`config.mk`:
```
export PLATFORM = sky130hd
export DESIGN_NAME = demux_tdm_2x4
export DESIGN_NICKNAME = d
export VERILOG_FILES = /design/src/rtl/demux_tdm_2x4_pkg.sv /design/src/rtl/demux_tdm_2x4_slot_ctr.sv /design/src/rtl/demux_tdm_2x4.sv
export SDC_FILE = /design/constraint.sdc
export NUM_CORES = 1
export LEC_CHECK = 0
export CAP_MARGIN = 20
export CORE_MARGIN = 1
export CORE_UTILIZATION = 30
export CTS_CLUSTER_SIZE = 25
export DETAILED_ROUTE_END_ITERATION = 8
export HOLD_SLACK_MARGIN = 0.02
export RECOVER_POWER = 50
export SLEW_MARGIN = 10
export SYNTH_ARGS = -nofsm -noshare
export SYNTH_HDL_FRONTEND = slang
export SYNTH_SLANG_ARGS = --single-unit
```
`constraint.sdc`:
```
create_clock -name Clk -period 1.39 [get_ports Clk]
set_input_delay 0.417 -clock Clk [delete_from_list [all_inputs] [get_ports Clk]]
set_output_delay 0.417 -clock Clk [all_outputs]
set_load 0.02 [all_outputs]
```
`src/rtl/demux_tdm_2x4_pkg.sv`:
```
// demux_tdm_2x4_pkg: shared state encodings, slot indices and default width for the TDM demux.
package demux_tdm_2x4_pkg;
    localparam int DATA_W_DEF = 2;
    typedef enum logic {ST_HUNT = 1'b0, ST_RUN = 1'b1} state_t;
    localparam logic [1:0] SLOT_A = 2'd0;
    localparam logic [1:0] SLOT_B = 2'd1;
    localparam logic [1:0] SLOT_C = 2'd2;
    localparam logic [1:0] SLOT_D = 2'd3;
endpackage

```
`src/rtl/demux_tdm_2x4_slot_ctr.sv`:
```
// demux_tdm_2x4_slot_ctr: 2-bit wrapping slot counter with realign load to slot 1.
import demux_tdm_2x4_pkg::*;

module demux_tdm_2x4_slot_ctr (
    input  logic       Clk,
    input  logic       Rst,
    input  logic       i_inc,
    input  logic       i_load1,
    output logic [1:0] o_slot
);
    logic [1:0] r_slot;

    always_ff @(posedge Clk or posedge Rst)
        if (Rst)
            r_slot <= SLOT_A;
        else if (i_load1)
            r_slot <= SLOT_B;
        else if (i_inc)
            r_slot <= r_slot + 2'd1;

    assign o_slot = r_slot;
endmodule

```
`src/rtl/demux_tdm_2x4.sv`:
```
// demux_tdm_2x4: splits a framed 4-slot TDM stream into channels A..D, updating all four per complete frame.
import demux_tdm_2x4_pkg::*;

module demux_tdm_2x4 #(
    parameter int DATA_W     = DATA_W_DEF,
    parameter bit SYNC_CHECK = 1'b1
) (
    input  logic              Clk,
    input  logic              Rst,
    input  logic [DATA_W-1:0] Din,
    input  logic              Din_valid,
    input  logic              Frame_sync,
    output logic [DATA_W-1:0] A_out,
    output logic [DATA_W-1:0] B_out,
    output logic [DATA_W-1:0] C_out,
    output logic [DATA_W-1:0] D_out,
    output logic              Frame_valid,
    output logic [1:0]        Slot,
    output logic              Locked,
    output logic              Sync_err
);
    state_t            r_state, w_next;
    logic [DATA_W-1:0] r_cap [4];
    logic              w_start, w_realign, w_take, w_frame;

    demux_tdm_2x4_slot_ctr u_ctr (
        .Clk     (Clk),
        .Rst     (Rst),
        .i_inc   (w_take),
        .i_load1 (w_start | w_realign),
        .o_slot  (Slot)
    );

    always_ff @(posedge Clk or posedge Rst)
        if (Rst)
            r_state <= ST_HUNT;
        else
            r_state <= w_next;

    always_comb
        w_next = (r_state == ST_HUNT && Din_valid && Frame_sync) ? ST_RUN : r_state;

    always_comb begin
        w_start   = (r_state == ST_HUNT) && Din_valid && Frame_sync;
        w_realign = SYNC_CHECK && (r_state == ST_RUN) && Din_valid && Frame_sync && (Slot != SLOT_A);
        w_take    = (r_state == ST_RUN) && Din_valid && !w_realign;
        w_frame   = w_take && (Slot == SLOT_D);
    end

    // Slot D's beat goes straight to D_out so the whole frame lands on one edge.
    always_ff @(posedge Clk or posedge Rst)
        if (Rst) begin
            for (int i = 0; i < 4; i++)
                r_cap[i] <= '0;
            A_out       <= '0;
            B_out       <= '0;
            C_out       <= '0;
            D_out       <= '0;
            Frame_valid <= 1'b0;
            Sync_err    <= 1'b0;
        end else begin
            if (w_start || w_realign)
                r_cap[SLOT_A] <= Din;
            else if (w_take)
                r_cap[Slot] <= Din;
            if (w_frame) begin
                A_out <= r_cap[SLOT_A];
                B_out <= r_cap[SLOT_B];
                C_out <= r_cap[SLOT_C];
                D_out <= Din;
            end
            Frame_valid <= w_frame;
            Sync_err    <= w_realign;
        end

    assign Locked = (r_state == ST_RUN);
endmodule
```
==> results of run 1 <==
## final cells by class
cell class / instances / area share (%)
clock buffers: 3 / 2.105
repair buffers: 24 / 14.62
multi-input cells: 32 / 32.98
clock inverters: 1 / 0.7018
inverters: 4 / 1.404
flip-flops and latches: 19 / 44.68
well taps: 30 / 3.509
## cell usage after synthesis
cell type	instances
a22o_1	1
a21o_2	1
nand4_1	2
ha_1	4
nand2b_4	1
nor2b_1	1
nand2_1	2
o21ai_0	1
inv_1	4
mux2i_1	1
clkbuf_2	2
a21o_1	1
nor2_1	1
dfrtp_1	19
nand4_4	1
mux2_2	14
## layer usage
metal  up-vias  global-route usage [%]
met5         -                       0
met4         0                   10.26
met3         5                   3.672
met2        15                   19.75
met1       246                   12.91
li1        248                       -
## power groups by stage
| stage | sequential (mW) | clock (mW) | combinational [mW] |
|---|---|---|---|
| after CTS | 0.880 | 0.307 | 0.817 |
| after detailed placement | 0.896 | 0 | 0.903 |
| final | 0.872 | 0.302 | 0.766 |
| after global placement | 0.886 | 0 | 0.886 |
| after global routing | 0.910 | 0.327 | 0.834 |
| after floorplan | 1.04 | 0 | 0.357 |
## placed cells by master (no fill, tap or decap), drive strengths merged
cell type / instances
mux2: 14
nand4: 4
dlygate4sd2: 1
inv: 4
dfrtp: 19
buf: 16
a22o: 1
nor2b: 1
nand2b: 1
clkinvlp: 1
mux2i: 1
a21o: 2
ha: 4
dlygate4sd3: 1
nor2: 1
clkdlybuf4s50: 3
nand2: 2
o21ai: 1
clkbuf: 6
## state kept, by name (all words and copies together) (netlist names)
name,count
Locked,1
A_out,2
D_out,2
u_ctr.o_slot,2
r_cap,6
Sync_err,1
C_out,2
Frame_valid,1
B_out,2
## worst reg2reg max path: cells and delay by family, from the launching register on
kind	cells	cell delay, ns
adder cells (fa/ha/maj)	1	0.13
buffers and inverters	1	0.09
flip-flops	1	0.45
multiplexers	1	0.33
AND/OR/NAND/NOR	2	0.31
## worst paths after layout
check,startpoint,to,cells after the start
worst min-delay path,r_cap[5],B_out[1],1
max in group asynchronous,Rst,u_ctr.o_slot[0],3
worst min register to register,r_cap[5],B_out[1],1
min in group asynchronous,Rst,Frame_valid,3
worst max register to register,u_ctr.o_slot[0],A_out[1],5
worst max-delay path,u_ctr.o_slot[0],A_out[1],5
## through the flow
step	power [mW]	instances	util (%)	hold slack, ns
after floorplan	1.400	56	-	0.3680
after detailed placement	1.799	108	43.45	0.4862
after global routing	2.072	113	42.41	0.5381
after global placement	1.772	108	43.45	0.4844
final	1.940	113	42.41	0.5100
after CTS	2.004	113	43.90	0.4045
## timing repair
action,CTS,global route
pin swaps,2,2
gates cloned,1,0
gates resized for setup,45,6
setup endpoints to repair,25,18
endpoints found under the hold margin,0,0
## logic make-up after synthesis
logic type / share of synthesized area, %
simple gates: 8.000
fa+ha+maj: 6.154
compound gates: 3.692
mux: 20.62
buf+inv: 3.076
flops: 58.46
==> results.md, run 1 <==
- Outcome: complete, but fails checks
- Multi-input logic area: 352.8 µm²
- Final instance area: 0.001070 mm²
- CTS Hold Bufs: 0
- Die width: 54.07 µm
- Fmax: 707.4 MHz
- Post-CTS setup buffer count: 0
- DR iter-0 viols: 1
- Layout cells sized above 1: 55.42%
- Initial Utilization: approximately a third
- R2r setup slk: -0.02 ns
- Number of global-route vias before repair: 535
- CTS max path bufs: 2
- Total GRT Usage: about an eighth
- Worst vdd ir: 0.9938 mV
- Floorplan row count: 18
- Die Ht: 54.07 µm
- Mapped Cells: 56
- Synthesized cell area: 813.3 µm²
- Fin. Hold Viols: 0
- Routed length on met2: 684 µm
- Family with the most delay on the worst path: flip-flops
- Wire per inst: around 13 µm
- P_leak: 0.5203 nW
- Worst path required time: 1.60 ns
- Core box area: 0.002522 mm²
- Worst Setup End Kind: register
- Failing checks: negative setup slack
- CTS Sinks: 19
- Sequential share of power: 45.0%
- Total CTS buffers: 3
- Die footprint: about 0.003 mm²
- Yosys warnings: 0
- Largest area contributor in the synthesized netlist: dfrtp_1
- Pin count of the biggest net entering global routing: 20
- Total gr overflow: 0
- Top Metal Used: met4
- RSZ-0062 raised after global routing: yes
- Port Buffers: 18
- Pre-Repair DR Iteration Count: 4
- Max FO, Critical Path: 6
- Vias/cell: around 4.5
- M1 WL: 610 µm
- Internal power: roughly 1.3 mW
- CTS tree: done
- Hold Path Class: reg2reg
- Worst setup SP type: register
- Top post-synthesis cells by area: dfrtp_1, mux2_2, ha_1, nand4_4, inv_1
- H-tree depth: 1
- DP Area: 0.001096 mm²
- Sequential area share after synthesis: 58.46%
- CTS root buf: clkbuf_4
- Max-cap violations: 0
- Slowest stage cell, crit path: dfrtp_2
- CP Class: reg2reg
- Critical Path AT: 1.62 ns
- Fin crit period: 1.414 ns
- Slew HR: 68.71%
- Synth Register Bits: 19
- Area growth, synth to finish: 31.54%
- DRT antenna net count: 0
- Final wirelength: 1430 µm
- Remaining DRCs: 0
- Critical path cell sequence: inv_2, ha_4, nand2b_4, nand4_4, mux2_4
- Crit share post-route: 101.7%
- Synth top area share: approximately three fifths
- Switching pwr: 0.6797 mW
- Clock latency on the worst-skew pair: 0.32 ns
- Global placer's final weighted congestion: 0.7072
- Reg area: 478.0 µm²
- Detail Placement HPWL: 1038 µm
- I/O pins: 19
- Nets@finish: 94
- Max-slew violations: 0
- Crit path buf inv count: 1
- Power per Cell Area: 1814 mW/mm²
- Vias: 514
- Worst-path clk slew: 0.12 ns
- Setup slack at placement: -0.3807 ns
- Final setup viols: 12
- CP peak stage delay: 0.45 ns
- Netlist cell types: 16
- Antenna cells: 0
- First-pass GRT wire length: between 2000 and 2500 µm
- Final-layout fill cell count: 256
- Clock network power share: 15.6%
- Comb pwr share: about two fifths
- Worst slew pin tran: 0.4694 ns
- Skew final: 0.006288 ns
- Synthesized area per cell: ~15 µm²
- PnR worst setup slack: -0.02372 ns
- Initial antenna violation count: 0
- Total negative slack: -0.1346 ns
- Metal3 WL: between 80 and 90 µm
- Sw Ratio: between 30% and 40%
- Post-synth net total: 66
Note: power is estimated with default switching activity, not from simulation.
==> inputs of run 2 (changes only) <==
--- a/config.mk
+++ b/config.mk
@@ -5,12 +5,15 @@
 export SDC_FILE = /design/constraint.sdc
 export NUM_CORES = 1
 export LEC_CHECK = 0
-export CAP_MARGIN = 20
+export CAP_MARGIN = 30
+export CELL_PAD_IN_SITES_DETAIL_PLACEMENT = 2
+export CELL_PAD_IN_SITES_GLOBAL_PLACEMENT = 2
 export CORE_MARGIN = 1
 export CORE_UTILIZATION = 30
 export CTS_CLUSTER_SIZE = 25
 export DETAILED_ROUTE_END_ITERATION = 8
 export HOLD_SLACK_MARGIN = 0.02
+export PLACE_DENSITY_LB_ADDON = 0.1
 export RECOVER_POWER = 50
 export SLEW_MARGIN = 10
 export SYNTH_ARGS = -nofsm -noshare
==> constraint.sdc (replaced) <==
create_clock -name Clk -period 1.48 [get_ports Clk]
set_input_delay 0.444 -clock Clk [delete_from_list [all_inputs] [get_ports Clk]]
set_output_delay 0.444 -clock Clk [all_outputs]
set_load 0.02 [all_outputs]
==> results.md, run 2 (same netlist as run 1, synthesis figures left out) <==
- Final wirelength: 1749 µm (was 1430 µm)
- Antenna cells: 0 (unchanged)
- Final core utilization: 44.15% (was 42.41%)
- Max FO, Critical Path: 6 (unchanged)
- CTS Sinks: 19 (unchanged)
- Max-slew violations: 0 (unchanged)
- CTS tree: done (unchanged)
- CTS Hold Bufs: 0 (unchanged)
- Initial antenna violation count: 0 (unchanged)
- Worst-path clk slew: 0.10 ns (was 0.12 ns)
- Global placer's final weighted congestion: 0.6778 (was 0.7072)
- Crit share post-route: 98.37%
- Fin. Hold Viols: 0 (unchanged)
- Worst slew pin tran: 0.4689 ns (was 0.4694 ns)
- P_leak: 0.5274 nW (was 0.5203 nW)
- Final instance area: 0.001114 mm² (was 0.001070 mm²)
- Remaining DRCs: 0 (unchanged)
- Number of global-route vias before repair: 572 (was 535)
- PnR worst setup slack: 0.02408 ns (was -0.02372 ns)
- Total GRT Usage: 14.94% (was 12.21%)
- Wire per inst: 15.48 µm (was 12.65 µm)
- Die width: 54.07 µm (unchanged)
- Outcome: finished, final reports clean (was complete, but fails checks)
- H-tree depth: 1 (unchanged)
- Total gr overflow: 0 (unchanged)
- DR iter-0 viols: 4 (was 1)
- Layout cells sized above 1: 43.37% (was 55.42%)
- Total CTS buffers: 3 (unchanged)
- Critical Path AT: 1.65 ns (was 1.62 ns)
- Worst Setup End Kind: register (unchanged)
- Worst path required time: 1.67 ns (was 1.60 ns)
- Port Buffers: 18 (unchanged)
- CP Class: in2reg (was reg2reg)
- Pre-Repair DR Iteration Count: 2 (was 4)
- Max FFs per register: 6 (unchanged)
- Worst setup SP type: primary input (was register)
- DRT antenna net count: 0 (unchanged)
- Detail Placement HPWL: 1323 µm (was 1038 µm)
- Final setup viols: 0 (was 12)
- Most frequent cells in the layout: dfrtp_1, mux2_2, clkdlybuf4s15_1 (was dfrtp_1, buf_2, mux2_2)
- Total power: 1.849 mW (was 1.940 mW)
- Fin crit period: ~1.5 ns
- Setup slack at placement: -0.2879 ns (was -0.3807 ns)
- Nets@finish: 94 (unchanged)
- CTS max path bufs: 2 (unchanged)
- Max-cap violations: 0 (unchanged)
- Worst vdd ir: 0.9002 mV (was 0.9938 mV)
- DP Area: 0.001069 mm² (was 0.001096 mm²)
- Slew HR: 68.74% (was 68.71%)
- Die footprint: 0.002923 mm² (unchanged)
- Biggest register: r_cap (unchanged)
- Area growth, synth to finish: 36.92% (was 31.54%)
- Die Ht: 54.07 µm (unchanged)
- Power per Cell Area: 1660 mW/mm² (was 1814 mW/mm²)
- Fmax: about 700 MHz
- I/O pins: 19 (unchanged)
- Floorplan row count: 18 (unchanged)
- Vias: 549 (was 514)
- Initial Utilization: 32.24% (unchanged)
- Skew final: 0.0004050 ns (was 0.006288 ns)
- Hold Path Class: reg2reg (unchanged)
- RSZ-0062 raised after global routing: yes (unchanged)
- Vias/cell: 4.858 (was 4.549)
- Pin count of the biggest net entering global routing: 20 (unchanged)
- CTS root buf: clkbuf_4 (unchanged)
- Core box area: 0.002522 mm² (unchanged)
- First-pass GRT wire length: 2918 µm (was 2311 µm)
- Commonest non-fill, non-tap cell in the layout: dfrtp_1 (unchanged)
- Clock latency on the worst-skew pair: 0.29 ns (was 0.32 ns)
-- run 2: cell count changes in the layout (fill, tap and decap cells not counted), sizes merged --
cell	before	now
clkbuf	6	5
clkinv	0	1
clkinvlp	1	0
clkdlybuf4s15	0	9
dlygate4sd2	1	2
buf	16	6
dlymetal6s2s	0	1
-- run 2: critical path, cell delays in order --
cell             delay [ns]
clkdlybuf4s50_1        0.58
nand2b_4               0.11
nand4_1                0.16
mux2_2                 0.35
-- run 2: path summary, 6_finish.rpt --
kind                                      start  slack, ns         endpoint  cells past startpoint
worst max-delay path                 Frame_sync       0.02         r_cap[4]                      4
worst min register to register         r_cap[3]       0.52         r_cap[3]                      1
worst min-delay path                   r_cap[3]       0.52         r_cap[3]                      1
worst max register to register  u_ctr.o_slot[1]       0.05         C_out[1]                      4
min in group asynchronous                   Rst       0.69           Locked                      3
max in group asynchronous                   Rst       0.44  u_ctr.o_slot[0]                      3
-- run 2: area by class of cell --
type / instances / area, µm²
multi-input combinational: 32 / 341.6
tap: 30 / 37.54
sequential: 19 / 478.0
clock inverter: 1 / 5.005
clock buffer: 3 / 22.52
inverter: 4 / 15.01
fill: 266 / 1409
timing repair buffer: 24 / 214.0
-- run 2: power breakdown --
| part | switching, mW | total (mW) | internal [mW] |
|---|---|---|---|
| clock | 0.157 | 0.258 | 0.101 |
| combinational | 0.378 | 0.771 | 0.393 |
| sequential | 0.104 | 0.820 | 0.716 |
-- run 2: stage by stage --
step,TNS (ns),instances,hold slack (ns)
3_3_place_gp,-3.915,108,0.4861
6_report,0,113,0.5179
2_1_floorplan,0,56,0.3950
3_5_place_dp,-4.362,108,0.4961
5_1_grt,-0.03383,113,0.5403
4_1_cts,0,113,0.4830
-- run 2: what timing repair did --
action,CTS,global route
pin swaps,0,1
cloned,1,0
setup buffers,0,0
gates resized for setup,19,15
setup endpoints to repair,16,24
-- run 2: per-layer routing --
metal	track usage [%]	share of wire (%)	vias up	wire [µm]
li1	-	-	248	-
met2	24.28	51	21	893
met3	7.062	6.1	6	106
met1	16.96	40	274	706
met5	0	0	-	0
met4	5.556	2.5	0	43
